`src/rtl/alu_pkg.sv`:
```
// Shared types and constants for the ALU issue stage: ALU operation codes,
// RV32I opcodes, branch kinds and operand-select encodings.
package alu_pkg;

  typedef enum logic [3:0] {
    ALU_ADD  = 4'b0000,
    ALU_SUB  = 4'b0001,
    ALU_AND  = 4'b0010,
    ALU_OR   = 4'b0011,
    ALU_XOR  = 4'b0100,
    ALU_SLT  = 4'b0101,
    ALU_SLTU = 4'b0110,
    ALU_SLL  = 4'b0111,
    ALU_SRL  = 4'b1000,
    ALU_SRA  = 4'b1001
  } alu_op_e;

  typedef enum logic [2:0] {
    BR_NONE, BR_EQ, BR_NE, BR_LT, BR_GE, BR_LTU, BR_GEU
  } br_type_e;

  typedef enum logic [1:0] {A_RS1, A_PC, A_ZERO} a_sel_e;
  typedef enum logic [1:0] {B_RS2, B_IMM, B_ZERO} b_sel_e;

  localparam logic [6:0] OPC_OP     = 7'b0110011;
  localparam logic [6:0] OPC_OP_IMM = 7'b0010011;
  localparam logic [6:0] OPC_LOAD   = 7'b0000011;
  localparam logic [6:0] OPC_STORE  = 7'b0100011;
  localparam logic [6:0] OPC_JALR   = 7'b1100111;
  localparam logic [6:0] OPC_LUI    = 7'b0110111;
  localparam logic [6:0] OPC_AUIPC  = 7'b0010111;
  localparam logic [6:0] OPC_BRANCH = 7'b1100011;

  localparam logic [2:0] F3_BEQ  = 3'b000;
  localparam logic [2:0] F3_BNE  = 3'b001;
  localparam logic [2:0] F3_BLT  = 3'b100;
  localparam logic [2:0] F3_BGE  = 3'b101;
  localparam logic [2:0] F3_BLTU = 3'b110;
  localparam logic [2:0] F3_BGEU = 3'b111;

  // Register and immediate arithmetic share one funct3 map; only the
  // ADD/SUB and SRL/SRA alternates differ between OP and OP-IMM.
  function automatic alu_op_e arith_op(input logic [2:0] funct3,
                                       input logic alt_sub,
                                       input logic alt_sra);
    case (funct3)
      3'b000:  arith_op = alt_sub ? ALU_SUB : ALU_ADD;
      3'b001:  arith_op = ALU_SLL;
      3'b010:  arith_op = ALU_SLT;
      3'b011:  arith_op = ALU_SLTU;
      3'b100:  arith_op = ALU_XOR;
      3'b101:  arith_op = alt_sra ? ALU_SRA : ALU_SRL;
      3'b110:  arith_op = ALU_OR;
      default: arith_op = ALU_AND;
    endcase
  endfunction

  function automatic logic br_resolve(input br_type_e br_type,
                                      input logic zero,
                                      input logic lsb);
    case (br_type)
      BR_EQ:          br_resolve = zero;
      BR_NE:          br_resolve = !zero;
      BR_LT, BR_LTU:  br_resolve = lsb;
      BR_GE, BR_GEU:  br_resolve = !lsb;
      default:        br_resolve = 1'b0;
    endcase
  endfunction

endpackage

```
`src/rtl/alu_op_encode.sv`:
```
// Combinational decode of opcode/funct3/funct7_5 into ALU operation,
// operand selects, branch kind and an illegal-instruction flag.
module alu_op_encode
  import alu_pkg::*;
(
  input  logic [6:0] opcode,
  input  logic [2:0] funct3,
  input  logic       funct7_5,
  output alu_op_e    alu_op,
  output a_sel_e     a_sel,
  output b_sel_e     b_sel,
  output br_type_e   br_type,
  output logic       illegal
);

  always_comb begin
    alu_op  = ALU_ADD;
    a_sel   = A_ZERO;
    b_sel   = B_ZERO;
    br_type = BR_NONE;
    illegal = 1'b0;
    case (opcode)
      OPC_OP: begin
        a_sel  = A_RS1;
        b_sel  = B_RS2;
        alu_op = arith_op(funct3, funct7_5, funct7_5);
      end
      // Immediate forms never subtract; bit 30 only picks SRAI.
      OPC_OP_IMM: begin
        a_sel  = A_RS1;
        b_sel  = B_IMM;
        alu_op = arith_op(funct3, 1'b0, funct7_5);
      end
      OPC_LOAD, OPC_STORE, OPC_JALR: begin
        a_sel = A_RS1;
        b_sel = B_IMM;
      end
      OPC_LUI: begin
        b_sel = B_IMM;
      end
      OPC_AUIPC: begin
        a_sel = A_PC;
        b_sel = B_IMM;
      end
      OPC_BRANCH: begin
        a_sel = A_RS1;
        b_sel = B_RS2;
        case (funct3)
          F3_BEQ:  begin alu_op = ALU_SUB;  br_type = BR_EQ;  end
          F3_BNE:  begin alu_op = ALU_SUB;  br_type = BR_NE;  end
          F3_BLT:  begin alu_op = ALU_SLT;  br_type = BR_LT;  end
          F3_BGE:  begin alu_op = ALU_SLT;  br_type = BR_GE;  end
          F3_BLTU: begin alu_op = ALU_SLTU; br_type = BR_LTU; end
          F3_BGEU: begin alu_op = ALU_SLTU; br_type = BR_GEU; end
          default: begin
            a_sel   = A_ZERO;
            b_sel   = B_ZERO;
            illegal = 1'b1;
          end
        endcase
      end
      default: illegal = 1'b1;
    endcase
  end

endmodule

```
`src/rtl/alu_issue_stage.sv`:
```
// One-entry ALU issue stage: encodes and registers operands/control for a
// combinational ALU, returns its result and resolves branches.
module alu_issue_stage
  import alu_pkg::*;
#(
  parameter int XLEN  = 32,
  parameter int CNT_W = 32
) (
  input  logic             clk,
  input  logic             reset,
  input  logic             in_valid,
  output logic             in_ready,
  input  logic [6:0]       in_opcode,
  input  logic [2:0]       in_funct3,
  input  logic             in_funct7_5,
  input  logic [XLEN-1:0]  in_rs1,
  input  logic [XLEN-1:0]  in_rs2,
  input  logic [XLEN-1:0]  in_imm,
  input  logic [XLEN-1:0]  in_pc,
  output logic [XLEN-1:0]  alu_a,
  output logic [XLEN-1:0]  alu_b,
  output logic [3:0]       alu_ctrl,
  input  logic [XLEN-1:0]  alu_result,
  input  logic             alu_zero,
  output logic             out_valid,
  input  logic             out_ready,
  output logic [XLEN-1:0]  out_result,
  output logic             out_br_taken,
  output logic             out_illegal,
  output logic [CNT_W-1:0] op_count,
  output logic [CNT_W-1:0] stall_count
);

  typedef enum logic {ST_EMPTY, ST_FULL} state_e;

  state_e    state;
  alu_op_e   ctrl_q;
  br_type_e  br_q;
  logic      illegal_q;

  alu_op_e   dec_op;
  a_sel_e    dec_a_sel;
  b_sel_e    dec_b_sel;
  br_type_e  dec_br;
  logic      dec_illegal;
  logic [XLEN-1:0] a_next;
  logic [XLEN-1:0] b_next;
  logic      full;
  logic      accept;

  alu_op_encode u_encode (
    .opcode   (in_opcode),
    .funct3   (in_funct3),
    .funct7_5 (in_funct7_5),
    .alu_op   (dec_op),
    .a_sel    (dec_a_sel),
    .b_sel    (dec_b_sel),
    .br_type  (dec_br),
    .illegal  (dec_illegal)
  );

  always_comb begin
    case (dec_a_sel)
      A_RS1:   a_next = in_rs1;
      A_PC:    a_next = in_pc;
      default: a_next = '0;
    endcase
    case (dec_b_sel)
      B_RS2:   b_next = in_rs2;
      B_IMM:   b_next = in_imm;
      default: b_next = '0;
    endcase
  end

  assign full     = (state == ST_FULL);
  assign in_ready = !full || out_ready;
  assign accept   = in_valid && in_ready;

  // A new accept while FULL replaces the retiring entry in the same cycle.
  always_ff @(posedge clk or posedge reset) begin
    if (reset) begin
      state       <= ST_EMPTY;
      alu_a       <= '0;
      alu_b       <= '0;
      ctrl_q      <= ALU_ADD;
      br_q        <= BR_NONE;
      illegal_q   <= 1'b0;
      op_count    <= '0;
      stall_count <= '0;
    end else begin
      if (accept) begin
        state     <= ST_FULL;
        alu_a     <= a_next;
        alu_b     <= b_next;
        ctrl_q    <= dec_op;
        br_q      <= dec_br;
        illegal_q <= dec_illegal;
      end else if (full && out_ready) begin
        state <= ST_EMPTY;
      end
      if (full) begin
        if (out_ready) op_count    <= op_count + CNT_W'(1);
        else           stall_count <= stall_count + CNT_W'(1);
      end
    end
  end

  assign alu_ctrl     = ctrl_q;
  assign out_valid    = full;
  assign out_result   = full ? alu_result : '0;
  assign out_illegal  = full && illegal_q;
  assign out_br_taken = full && br_resolve(br_q, alu_zero, alu_result[0]);

endmodule

```
`config.mk`:
```
export PLATFORM = sky130hd
export DESIGN_NAME = alu_issue_stage
export DESIGN_NICKNAME = d
export VERILOG_FILES = /design/src/rtl/alu_pkg.sv /design/src/rtl/alu_op_encode.sv /design/src/rtl/alu_issue_stage.sv
export SDC_FILE = /design/constraint.sdc
export NUM_CORES = 1
export LEC_CHECK = 0
export ABC_AREA = 1
export CAP_MARGIN = 10
export CORE_MARGIN = 3
export CORE_UTILIZATION = 46
export DETAILED_ROUTE_END_ITERATION = 8
export HOLD_SLACK_MARGIN = 0.03
export PLACE_DENSITY = 0.87
export SETUP_SLACK_MARGIN = 0.05
export SLEW_MARGIN = 10
export SYNTH_ARGS = -nofsm -noshare
export SYNTH_HDL_FRONTEND = slang
export SYNTH_SLANG_ARGS = --single-unit
```
`constraint.sdc`:
```
create_clock -name clk -period 8.6 [get_ports clk]
set_input_delay 2.15 -clock clk [delete_from_list [all_inputs] [get_ports clk]]
set_output_delay 2.15 -clock clk [all_outputs]
set_load 0.01 [all_outputs]
```
Word level (Yosys, flattened, before mapping)
Cells that the tools add are included.
{ "totals": {"mem_bits_rw": 0, "mem_bits_ro": 0, "elab_cells": 76, "ff_bits": 137, "out_inout_bits": 168, "n_memories": 0, "latchBits": 0} }
{ "op_classes": {"div": 0, "magnitude_cmp": 0, "bitwise": 1, "mul": 0, "add_sub_neg": 2, "n_eq_ne": 23, "n_shift": 0, "n_reduce_logical": 23, "mux": 19} }
{ "ops": {"columns": ["operator", "n"], "rows": [
  ["32-bit one-hot mux with 2 select lines", 2],
  ["32-bit by 1-bit adder with 32-bit output (second input constant)", 2],
  ["4-bit one-hot mux with 7 select lines", 2],
  ["32-bit 2-to-1 mux", 1],
  ["3-bit == test (second input constant)", 7],
  ["7-bit by 6-bit == test with 1-bit output (second input constant)", 3],
  ["3-bit one-hot mux with 6 select lines", 1],
  ["7-bit by 5-bit == test with 1-bit output (second input constant)", 2],
  ["7-bit == test (second input constant)", 2],
  ["3-bit by 2-bit == test with 1-bit output (second input constant)", 4],
  ["2-bit one-hot mux with 3 select lines", 2],
  ["4-bit one-hot mux with 3 select lines", 1],
  ["6-bit OR reduction", 2],
  ["2-bit OR reduction", 5],
  ["3-bit one-hot mux with 3 select lines", 1],
  ["7-bit by 2-bit == test with 1-bit output (second input constant)", 1],
  ["7-bit OR reduction", 1],
  ["3-bit by 1-bit == test with 1-bit output (second input constant)", 2],
  ["1-bit 2-to-1 mux", 5],
  ["5-bit OR reduction", 1],
  ["2-bit by 1-bit == test with 1-bit output (second input constant)", 2],
  ["1-bit logical AND", 4],
  ["2-bit zero test", 2],
  ["1-bit one-hot mux with 4 select lines", 1],
  ["9 further kinds", 12]
]} }

Logic depth before layout (Yosys ltp)
Gate-level depths: netlist of run 1.
{ "depth": {"depth_word": 6, "mapped_depth": 11} }

By module
A second synthesis of run 1 with hierarchy kept.
{ "hier_totals": {"hier_cells": 995, "hier_area_um2": 7955.1} }
{ "by_module_without_submodules": {"columns": ["module", "seq_area_each_um2", "cells_per_inst", "area_per_inst_um2", "instances"], "rows": [
  ["alu_issue_stage", 3428.3, 929, 7611.0, 1],
  ["alu_op_encode", 0.0, 66, 344.1, 1]
]} }

Worst setup path after synthesis of run 1
OpenSTA, ideal clock, no wires.
{ "synth_path": {"path_type": "in2out", "start": "input alu_result[0]", "end": "output out_br_taken", "n_path_buf": 0, "slack_ns": 3.848, "required_ns": 6.450, "path_stages": 3, "t_arrival_ns": 2.602, "cell_sequence": "nand3b_1 > nand2_1 > a211oi_1"} }
{ "synth_between": {"elab_chain_cells": 3} }
{ "synth_lines": {"columns": ["item", "line", "text"], "rows": [
  ["from (decl)", "alu_issue_stage.sv:23", "input logic [XLEN-1:0] alu_result,"],
  ["1-bit zero test", "alu_pkg.sv:65", "BR_GE, BR_GEU: br_resolve = !lsb;"],
  ["1-bit one-hot mux with 4 select lines (*)", "alu_pkg.sv:61", "case (br_type)"],
  ["1-bit logical AND (*)", "alu_issue_stage.sv:112", "assign out_br_taken = full && br_resolve(br_q, alu_zero, alu_result[0]);"],
  ["to (decl)", "alu_issue_stage.sv:28", "output logic out_br_taken,"]
]} }
Every way passes the cells marked *; elsewhere a longest branch is shown, timed or not.

Final worst setup path of run 1
{ "layout_path": {"start": "input out_ready", "end": "output in_ready"} }
{ "layout_between": {"elab_chain_cells": 1} }
{ "layout_lines": {"columns": ["item", "line", "text"], "rows": [
  ["from (decl)", "alu_issue_stage.sv:26", "input logic out_ready,"],
  ["1-bit logical OR", "alu_issue_stage.sv:76", "assign in_ready = !full || out_ready;"],
  ["to (decl)", "alu_issue_stage.sv:12", "output logic in_ready,"]
]} }
No other way between the ends.

==> results of run 1 <==
## worst register-to-register path: cells and delay by family (launching register included)
| kind | cells | cell delay (ps) |
|---|---|---|
| AND/OR/NAND/NOR | 4 | 660 |
| AO/OA/AOI/OAI | 1 | 100 |
| buffers and inverters | 5 | 1470 |
| flip-flops | 1 | 380 |
## stage by stage
stage / utilization [%] / instances / total power (uW) / cell area (sq um) / hold slack, ps
after global routing: 72.0 / 1672 / 1930 / 12000 / 490
final: 72.0 / 1673 / 1860 / 12000 / 480
after global placement: 68.3 / 1640 / 1090 / 11400 / 462
after floorplan: - / 1116 / 871 / 7840 / 453
after detailed placement: 68.3 / 1640 / 1090 / 11400 / 464
after CTS: 72.0 / 1672 / 1870 / 12000 / 481
## layer usage
layer	track usage, %	part of all wire (%)	vias up
li1	-	-	4128
met1	30.3	37	3903
met2	46.7	50	359
met3	8.75	9.5	50
met4	11.4	3.2	0
met5	0	0	-
## final timing paths
path	depth (start not counted)	endpoint	startpoint
min reg2reg	2	alu_b[23]$_DFFE_PP0P_	alu_b[23]$_DFFE_PP0P_
max in group asynchronous	3	stall_count[19]$_DFFE_PP0P_	reset
max	4	in_ready	out_ready
min	2	alu_b[23]$_DFFE_PP0P_	alu_b[23]$_DFFE_PP0P_
min in group asynchronous	2	alu_b[2]$_DFFE_PP0P_	reset
max reg2reg	10	alu_ctrl[1]$_DFFE_PP0P_	out_valid$_DFFE_PP0P_
## layout make-up
class	count	area [sq um]	area share, %
diodes	1	2.50	0.0209
clock buffers	18	439	3.66
clock inverters	14	186	1.56
inverters	108	410	3.42
multi-input cells	825	3760	31.4
flip-flops and latches	137	3430	28.6
well taps	220	275	2.30
repair buffers	350	3490	29.1
## placed cells by master, fill, tap and decap left out, types with 3 or more instances in the layout
master,n
clkbuf_16,17
inv_2,6
bufinv_16,3
nand2_2,5
o21ai_0,8
nor2_2,3
nor2_1,63
nand4_1,72
clkinv_4,4
nand3b_1,3
nor2_4,5
inv_1,101
nor3_1,20
buf_4,7
nand2_1,545
xor2_1,31
a21oi_1,5
xnor2_1,13
nand3_1,34
dfrtp_1,137
inv_6,5
clkdlybuf4s50_1,343
## state kept, by name, indices dropped and copies added (netlist names)
| signal | flops |
|---|---|
| alu_b | 32 |
| alu_ctrl | 4 |
| out_valid | 1 |
| br_q | 3 |
| stall_count | 32 |
| illegal_q | 1 |
| op_count | 32 |
| alu_a | 32 |
## power by group
group          switching, uW  internal (uW)
registers               39.6            683
clock network            306            471
logic                    163            194
total                    508           1350
## logic make-up after synthesis
group / share of synthesized area (%)
adder cells (fa/ha/maj): 0.319
XOR/XNOR: 4.92
buffers and inverters: 8.29
AND/OR/NAND/NOR: 41.1
flip-flops: 43.7
AO/OA/AOI/OAI: 1.64
==> reports/results.txt, run 1 <==
core area: 16,600 sq um
CTS tree: done
synth cell count leaders: nand2_1, dfrtp_1, inv_1
critical path class: primary input to primary output
ys async rst share: 100%
clk buf depth: 2
status: completed
Synth area leader: dfrtp_1
CP Cell Sequence: clkdlybuf4s50_1 -> inv_2 -> nand2_2 -> clkdlybuf4s50_1
Initial Utilization: 47.1%
syn nets: 1,294
Clk Tree Root Cell: clkbuf_16
post-synthesis sequential area ratio: 43.7%
H-tree levels: 4
DIE AREA: 18,600 sq um
Crit-path slowest cell: clkdlybuf4s50_1
GRT Resource Usage Total: 26.9%
crit start category: primary input
setup TNS: 0 ps
antenna-violating nets left: 0
Mapped Area: 7840 sq um
WL/cell: 15.4 um
Yosys cell types: 34
Synth Flop Type: dfrtp_1
register bit total from synthesis: 137
Reg2Reg Setup Slack: 5880 ps
VDD IR max: 137 uV
worst path required time: 6450 ps
die height: 137 um
Clock transition at path regs: 60 ps
Mapped Cells: 1,116
Most common cell on crit path: clkdlybuf4s50_1
input/output buffers: 343
Final Skew: 11.7 ps
initial DRC count: 557
Tightest Pin Transition: 1130 ps
Ports: 344
Power Density: 155 nW/um^2
num rows: 47
largest cells by area after synthesis: dfrtp_1, nand2_1, nand4_1, inv_1, xor2_1
post-CTS sizing: 0
worst rel slew slack: 24.5%
Buf/Inv on CP: 3
Largest delay share family, worst path: buffers and inverters
share of cells above drive strength 1: 4.55%
CP endpoint kind: primary output
minimum clock period: 5700 ps
HP Class: register to register
routed vias: 8,440
Final WS setup: 2900 ps
Peak Freq: 175 MHz
drt first pass iters: 7
initial antenna violation count: 0
Post-Syn Area per Cell: 7.02 sq um
pre-CTS WS: 2900 ps
Post-synth EDFFs: 0
RSZ-0062 raised after global routing: false
Fillers: 1,264
Yosys top cell area share: 43.7%
GP Congestion: 0.917
first-pass GRT wire length: 39,600 um
number of global-route vias before repair: 7,971
critical path's largest stage delay: 590 ps
max_cap viols: 0
Post-route DRC: 0
Final Hold Fails: 0
pin count of the biggest net entering global routing: 82
Max FO, Critical Path: 11
Post-CTS Setup Repair Bufs: 0
leakage: 0.00600 uW
Final Cycle Share: 66.3%
CTS hold repair buffers: 0
synth warn: 0
Area growth syn-to-layout: 53.0%
final net count: 1,617
GRT overflow: 0
Via density: 5.04
clock buffer count from CTS: 17
# setup viols final: 0
worst skew pair latency: 430 ps
top-count cell post-synth: nand2_1
wirelength, routed: 25,800 um
max-slew violations: 0
clock sink count: 137
Die W: 137 um
crit path DAT: 3550 ps
HPWL after detailed placement: 19,000 um
Note: power is estimated with default switching activity, not from simulation.
==> inputs of run 2 (changes only) <==
- CORE_UTILIZATION: 46 -> 39
- PLACE_DENSITY: 0.87 -> 0.78
- clock period: 8.6 -> 5.05 ns (I/O delays scaled with it)
==> reports/results.txt, run 2 (same netlist as run 1, synthesis figures left out) <==
Net Sw Frac: 25.9%
Gate power share: 19.1%
clk buf depth: 2
setup TNS: 0 ps
GP Congestion: 0.940
internal power: 2360 uW
# setup viols final: 0
worst skew pair latency: 420 ps
clock buffer count from CTS: 17
Post-CTS Setup Repair Bufs: 0
RSZ-0062 raised after global routing: false
worst rel slew slack: 33.5%
worst path required time: 3790 ps
wirelength, routed: 26,300 um
Tightest Pin Transition: 994 ps
CTS hold repair buffers: 0
Ports: 344
pin count of the biggest net entering global routing: 110
status: completed
WL/cell: 15.3 um
Most common cell on crit path: clkdlybuf4s50_1
Peak Freq: 254 MHz
Area growth syn-to-layout: 54.2%
Die W: 148 um
fin util: 61.7%
crit start category: primary input
DIE AREA: 21,800 sq um
Final Cycle Share: 77.9%
Power Density: 263 nW/um^2
minimum clock period: 3930 ps
max-slew violations: 0
HPWL after detailed placement: 19,800 um
die height: 148 um
Crit-path slowest cell: clkdlybuf4s50_1
Via density: 4.84
H-tree levels: 4
num rows: 51
Clock transition at path regs: 60 ps
crit path DAT: 2670 ps
critical path's largest stage delay: 580 ps
non-filler cells, final: 1,722
FF-to-FF Start: out_valid$_DFFE_PP0P_
WHS Path Cells: 2
Final Skew: 11.5 ps
GRT Resource Usage Total: 23.7%
CP Cell Sequence: clkdlybuf4s50_1 -> nand3b_1 -> nand2_1 -> a211oi_1 -> clkdlybuf4s50_1
post-CTS sizing: 0
Post-route DRC: 0
number of global-route vias before repair: 8,159
input/output buffers: 343
pre-CTS WS: 1120 ps
max_cap viols: 0
leakage: 0.00602 uW
CP endpoint kind: primary output
HP Class: register to register
Clk Tree Root Cell: clkbuf_16
core area: 19,600 sq um
drt first pass iters: 5
Worst R2R Path Depth: 7
Final Hold Fails: 0
antenna-violating nets left: 0
critical path class: primary input to primary output
Reg2Reg Setup Slack: 2630 ps
share of cells above drive strength 1: 4.74%
initial antenna violation count: 1
Flop pwr share: 38.8%
clock sink count: 137
final net count: 1,620
initial DRC count: 386
commonest non-fill, non-tap cell in the layout: nand2_1
most frequent cells in the layout: nand2_1, clkdlybuf4s50_1, dfrtp_1, inv_1, nand4_1
dpl cells: 1,688
Final WS setup: 1120 ps
CTS tree: done
Hold EP: alu_a[10]$_DFFE_PP0P_
Hold Startpoint: alu_a[10]$_DFFE_PP0P_
first-pass GRT wire length: 41,400 um
worst r2r dst: alu_b[27]$_DFFE_PP0P_
Max FO, Critical Path: 3
Initial Utilization: 40.0%
routed vias: 8,336
VDD IR max: 214 uV
GRT overflow: 0
clock power share: 42.1%
sw power: 823 uW
-- run 2: worst max-delay path by stage --
stage                              from                    to  cells after the start
after global placement        out_ready              in_ready                      4
after CTS                 alu_result[0]          out_br_taken                      5
after global routing      alu_result[0]          out_br_taken                      5
final                     alu_result[0]          out_br_taken                      5
after detailed placement  alu_result[0]          out_br_taken                      5
after floorplan                   reset  alu_a[0]$_DFFE_PP0P_                      1
-- run 2: stage by stage --
stage / area [sq um] / total power [uW] / hold slack [ps]
6_report: 12100 / 3180 / 476
2_1_floorplan: 7840 / 1480 / 453
4_1_cts: 12100 / 3220 / 480
3_5_place_dp: 11400 / 1870 / 464
5_1_grt: 12100 / 3320 / 495
3_3_place_gp: 11400 / 1850 / 461
-- run 2: layout make-up --
type,count,area [sq um]
fill,1765,7510
multi-input combinational,825,3760
timing repair buffer,353,3510
sequential,137,3430
clock buffer,20,467
inverter,108,410
tap,265,332
clock inverter,12,171
antenna,2,5.00
-- run 2: routing by layer --
metal	track usage [%]	part of all wire, %	up-vias
li1	-	-	4134
met2	41.9	50	323
met5	0	0	-
met1	25.8	37	3834
met4	9.27	3.3	0
met3	8.74	9.7	45
-- run 2: critical path, delay by kind of cell --
| family | cells | cell delay, ps |
|---|---|---|
| buf+inv | 2 | 1030 |
| compound gates | 1 | 220 |
| simple gates | 2 | 150 |
-- run 2: power groups by stage --
| stage | Clock [uW] | Sequential (uW) | Combinational [uW] |
|---|---|---|---|
| after floorplan | 0 | 1270 | 217 |
| after global placement | 0 | 1250 | 605 |
| after detailed placement | 0 | 1250 | 615 |
| after CTS | 1370 | 1230 | 617 |
| after global routing | 1410 | 1250 | 661 |
| final | 1340 | 1230 | 608 |
